**src/rtl/muldiv_sequencer.sv**
```systemverilog
// Multi-cycle unsigned multiply/divide sequencer that borrows the shared execute-stage ALU.
// One shift-add (MULTU) or shift-subtract (DIVU) step per cycle, WIDTH steps per operation.
module muldiv_sequencer #(
  parameter int         WIDTH   = 32,
  parameter logic [3:0] ALU_ADD = 4'b0010,
  parameter logic [3:0] ALU_SUB = 4'b0110
) (
  input  logic             clk,
  input  logic             reset,
  input  logic             start,
  input  logic             op,
  input  logic [WIDTH-1:0] rs_val,
  input  logic [WIDTH-1:0] rt_val,
  output logic [WIDTH-1:0] alu_a,
  output logic [WIDTH-1:0] alu_b,
  output logic [3:0]       alu_ctrl,
  input  logic [WIDTH-1:0] alu_result,
  output logic             busy,
  output logic             done,
  output logic [WIDTH-1:0] hi,
  output logic [WIDTH-1:0] lo,
  output logic             div_zero
);

  localparam int            CW   = $clog2(WIDTH);
  localparam logic [CW-1:0] LAST = CW'(WIDTH - 1);

  typedef enum logic [2:0] {S_IDLE, S_MUL, S_DIV, S_DZ, S_DONE} state_t;

  state_t state, state_nx;
  logic [CW-1:0]    cnt;
  // ra: acc / rem, rb: mplr / quo, rc: mcand / dvs
  logic [WIDTH-1:0] ra, rb, rc;
  logic [WIDTH-1:0] ra_nx, rb_nx, sh;
  logic             carry, ok;
  logic             last, accept;

  // The ALU has no carry-out; an unsigned add overflowed iff the sum wrapped below an operand.
  function automatic logic add_carry(input logic en, input logic [WIDTH-1:0] sum,
                                     input logic [WIDTH-1:0] addend);
    return en & (sum < addend);
  endfunction

  assign last   = (cnt == LAST);
  assign accept = (state == S_IDLE) && start;
  assign busy   = (state != S_IDLE);
  assign done   = (state == S_DONE);

  always_comb begin
    state_nx = state;
    alu_a    = '0;
    alu_b    = '0;
    alu_ctrl = ALU_ADD;
    ra_nx    = ra;
    rb_nx    = rb;
    sh       = {ra[WIDTH-2:0], rb[WIDTH-1]};
    carry    = 1'b0;
    ok       = 1'b0;
    case (state)
      S_IDLE: begin
        if (start) begin
          if (!op)                state_nx = S_MUL;
          else if (rt_val == '0)  state_nx = S_DZ;
          else                    state_nx = S_DIV;
        end
      end
      S_MUL: begin
        alu_a = ra;
        alu_b = rb[0] ? rc : '0;
        carry = add_carry(rb[0], alu_result, ra);
        ra_nx = {carry, alu_result[WIDTH-1:1]};
        rb_nx = {alu_result[0], rb[WIDTH-1:1]};
        if (last) state_nx = S_DONE;
      end
      S_DIV: begin
        alu_a    = sh;
        alu_b    = rc;
        alu_ctrl = ALU_SUB;
        // A set rem MSB means the shifted value exceeds WIDTH bits, so it always covers dvs.
        ok       = ra[WIDTH-1] | (sh >= rc);
        ra_nx    = ok ? alu_result : sh;
        rb_nx    = {rb[WIDTH-2:0], ok};
        if (last) state_nx = S_DONE;
      end
      S_DZ:    state_nx = S_DONE;
      S_DONE:  state_nx = S_IDLE;
      default: state_nx = S_IDLE;
    endcase
  end

  always_ff @(posedge clk) begin
    if (reset) begin
      state    <= S_IDLE;
      cnt      <= '0;
      hi       <= '0;
      lo       <= '0;
      div_zero <= 1'b0;
    end else begin
      state <= state_nx;
      cnt   <= (state == S_MUL || state == S_DIV) ? cnt + 1'b1 : '0;
      if (accept) div_zero <= 1'b0;
      if ((state == S_MUL || state == S_DIV) && last) begin
        hi <= ra_nx;
        lo <= rb_nx;
      end
      if (state == S_DZ) begin
        hi       <= rb;
        lo       <= '1;
        div_zero <= 1'b1;
      end
    end
  end

  // Working registers; only meaningful while state is MUL/DIV/DZ.
  always_ff @(posedge clk) begin
    if (accept) begin
      ra <= '0;
      rb <= op ? rs_val : rt_val;
      rc <= op ? rt_val : rs_val;
    end else if (state == S_MUL || state == S_DIV) begin
      ra <= ra_nx;
      rb <= rb_nx;
    end
  end

endmodule

```
**config.mk**
```make
export PLATFORM = sky130hd
export DESIGN_NAME = muldiv_sequencer
export DESIGN_NICKNAME = d
export VERILOG_FILES = /design/src/rtl/muldiv_sequencer.sv
export SDC_FILE = /design/constraint.sdc
export NUM_CORES = 1
export LEC_CHECK = 0
export CAP_MARGIN = 0
export CORE_ASPECT_RATIO = 1.25
export CORE_MARGIN = 2
export CORE_UTILIZATION = 55
export DETAILED_ROUTE_END_ITERATION = 8
export GPL_TIMING_DRIVEN = 1
export HOLD_SLACK_MARGIN = 0.12
export PLACE_DENSITY_LB_ADDON = 0.05
export SETUP_SLACK_MARGIN = 0.02
export SLEW_MARGIN = 0
export SYNTH_ARGS = -nofsm -noshare
export SYNTH_HDL_FRONTEND = slang
export SYNTH_SLANG_ARGS = --single-unit
```
**constraint.sdc**
```tcl
create_clock -name clk -period 3.5 [get_ports clk]
set_input_delay 0.35 -clock clk [delete_from_list [all_inputs] [get_ports clk]]
set_output_delay 0.35 -clock clk [all_outputs]
set_load 0.005 [all_outputs]
```
==> flow_metrics.tcl, run 1 <==
set metrics [dict create \
    outcome "complete, no violations" \
    timing.rr.start "rb[31]" \
    syn2layout_area_growth_pct 29.6 \
    port-buffer-count 231 \
    cts_hold_buffers 0 \
    crit_path_end "alu_a[31]" \
    worstPathArrival_ns 2.76 \
    path_common_cell "nand2_1" \
    cts_setup_buffers 0 \
    clkTransAtPathRegs_ns 0.07 \
    crit_path_end_kind "primary output" \
    cts_tree "built" \
    pwr_density_cell_nw_per_um2 448 \
    critical_path.max_stage_delay_ns 0.51 \
    whs_ns 0.492 \
    setup_tns_ns 0 \
    drv_cap 0 \
    rsz0062_at_grt "no" \
    fin_nets 1527 \
    cts.sinks 169 \
    rr_endpoint "hi[5]" \
    die_area_um2 19700 \
    layout_commonest_cell "clkdlybuf4s50_1" \
    via_per_inst 6.24 \
    core_um2 18200 \
    die_x_um 126 \
    die_y_um 156 \
    drc_errors 0 \
    ctsHtreeMaxLevel 4 \
    io_pins 235 \
    cts_made_buffers 17 \
    ant_nets 0 \
    dr.pass1.iters 6 \
    post-route-min-period_ns 3.11 \
    total_power_mw 5.93 \
    critical_path_required_ns 3.15 \
    place_congestion 0.912 \
    ys_warn_count 0 \
    crit_fanout 37 \
    post-dp-hpwl_um 23400 \
    cts-root-buf "clkbuf_16" \
    p_leak_nw 5.09 \
    crit_start "state[1]" \
    finalHoldViolations 0 \
    hold_class "flop to flop" \
    clk_latency_ns 0.43 \
    ir_worst_vdd_mv 0.407 \
    antenna_found_initial 0 \
    finalCritPeriodShare_pct 88.9 \
    critPathKind "flop to primary output" \
    drtIter0Drc 1143 \
    grt_max_degree 54 \
    grt-ovfl-total 0 \
    grt_util_all_layers_pct 32.4 \
    grt_pass1_vias 9302 \
    max_slew_margin_pct 37.3 \
    max_slew.worst_pin.slew_ns 0.937 \
    netlist_area_um2 10200 \
    clk_path_buf_depth 2 \
    finalMaxSlewViolations 0 \
    cts_resized 0 \
    critPathLaunchType "flop" \
    cp_slowest_cell "clkdlybuf4s50_1" \
    worstSetupPathDepth 6 \
    grt_pass1_wl_um 50600 \
    wl_per_cell_um 20.3 \
    synth.avg_cell_area_um2 8.68 \
    yosysSeqAreaShare_pct 39.4 \
    synth_top_flop_cell "dfxtp_1" \
    path_cells "nand2_2, inv_2, buf_4, nand2_1, nand2_1, clkdlybuf4s50_1" \
    final_layout_size_suffix_gt1_share_pct 9.82 \
    crit_family "buffers and inverters" \
    final_util_pct 72.9 \
    antenna_cells 0 \
    synth_enable_flop_cells 64 \
    skew_ns 0.0106 \
    ys_types 52 \
    layout_common_cells "clkdlybuf4s50_1 (229), nand2_1 (213), dfxtp_1 (105), nor2_1 (96), a31oi_1 (85)" \
    vias 10000 \
    critPathBufInv 3 \
    setup_viol 0 \
    synth-seq-cells 169 \
    syn_inst 1177 \
    r2r_cells 10 \
    drt_wl_total_um 32500 \
    clock.fmax_mhz 322 \
    holdPathStages 1 \
    postSynth.asyncResetShare_pct 0 \
    rows 55 \
    initial_core_util_pct 56.2 \
    r2r_slack_ns 0.39 \
]
[logic make-up (layout without fill, tap and decap cells)]
| kind of cell | Yosys count | count (layout) | synth area share (%) |
|---|---|---|---|
| buffers and inverters | 156 | 353 | 6.21 |
| adders and majority gates | 65 | 65 | 7.96 |
| AOI/OAI and AO/OA | 291 | 291 | 19.8 |
| muxes | 66 | 66 | 8.13 |
| other | 2 | 3 | 0.0735 |
| DFF | 169 | 169 | 39.4 |
| and+or+nand+nor | 426 | 426 | 18.2 |
| xor gates and xnor gates | 2 | 2 | 0.172 |
[Yosys cell counts (2+ instances only)]
library cell / count / area [µm²]
nand2_1: 214 / 803
dfxtp_1: 105 / 2100
nor2_1: 98 / 368
a31oi_1: 85 / 532
clkbuf_1: 70 / 263
ha_1: 65 / 813
edfxtp_1: 64 / 1920
inv_1: 64 / 240
a22oi_1: 38 / 285
o21ai_0: 37 / 185
mux2_2: 36 / 405
nor3_1: 36 / 180
a211oi_1: 35 / 263
nor2b_1: 35 / 219
a311oi_1: 31 / 272
mux2_4: 25 / 375
a21oi_1: 20 / 100
a21o_1: 14 / 105
nand4_1: 10 / 62.6
nor4_1: 9 / 56.3
o22ai_1: 8 / 50.1
buf_1: 7 / 26.3
buf_2: 6 / 30.0
nand3_1: 6 / 30.0
mux2i_1: 5 / 50.1
a221o_1: 4 / 40.0
a222oi_1: 4 / 40.0
and4_1: 4 / 35.0
buf_6: 4 / 45.0
nor3b_1: 4 / 30.0
a221oi_2: 3 / 45.0
buf_4: 3 / 22.5
o211ai_1: 3 / 22.5
a211o_1: 2 / 17.5
a211oi_2: 2 / 25.0
and2_1: 2 / 12.5
and3_1: 2 / 12.5
conb_1: 2 / 7.51
o21ai_1: 2 / 10.0
[cell type report]
cell class / instances / area [µm²]
Timing Repair Buffer: 255 / 2510
Inverter: 66 / 248
Fill cell: 1443 / 4930
Sequential cell: 169 / 4020
Clock buffer: 18 / 450
Tap cell: 228 / 285
Clock inverter: 14 / 135
Multi-Input combinational cell: 853 / 5590
[metrics by stage]
step | setup WS, ns | cells | cell area (µm²)
detailed placement | 0.427 | 1571 | 12700
global route | 0.226 | 1603 | 13200
finish | 0.390 | 1603 | 13200
CTS | 0.423 | 1603 | 13200
global placement | 0.526 | 1571 | 12700
floorplan | 1.13 | 1178 | 10200
[layer usage]
metal / up-vias / wire length [µm] / global-route usage, %
met5: - / 0 / 0
met4: 0 / 773 / 10.2
li1: 4659 / - / -
met3: 63 / 3280 / 5.98
met2: 586 / 14900 / 50.1
met1: 4699 / 13600 / 46.3
[report_power, final]
| part | total (mW) | leakage (nW) | switching [mW] | internal [mW] |
|---|---|---|---|---|
| clock | 1.90 | 0.286 | 0.862 | 1.04 |
| combinational | 1.53 | 3.34 | 0.836 | 0.697 |
| sequential | 2.50 | 1.47 | 0.215 | 2.28 |
[registers in the layout (all words and copies together), names as in the netlist]
signal and count:
rc 32, ra 32, hi 32, lo 32
div_zero 1, state 3, rb 32, cnt 5
[worst min-delay path by stage]
stage | slack [ns] | start | endpoint
after CTS | 0.49 | cnt[0] | cnt[0]
after floorplan | 0.43 | cnt[0] | cnt[0]
after detailed placement | 0.47 | cnt[0] | cnt[0]
final | 0.49 | cnt[0] | cnt[0]
after global routing | 0.50 | cnt[0] | cnt[0]
after global placement | 0.45 | cnt[0] | cnt[0]
(Power assumes the default switching activity.)
==> run 2: changes to the inputs <==
- CAP_MARGIN: 0 -> 20
- GPL_TIMING_DRIVEN: 1 -> unset
==> results of run 2 <==
No change in the layout: final DEF, timing and power equal those of run 1.
==> run 3: changes to the inputs <==
- HOLD_SLACK_MARGIN: 0.12 -> 0.02
==> results of run 3 <==
No change in the layout: final DEF, timing and power equal those of run 1.
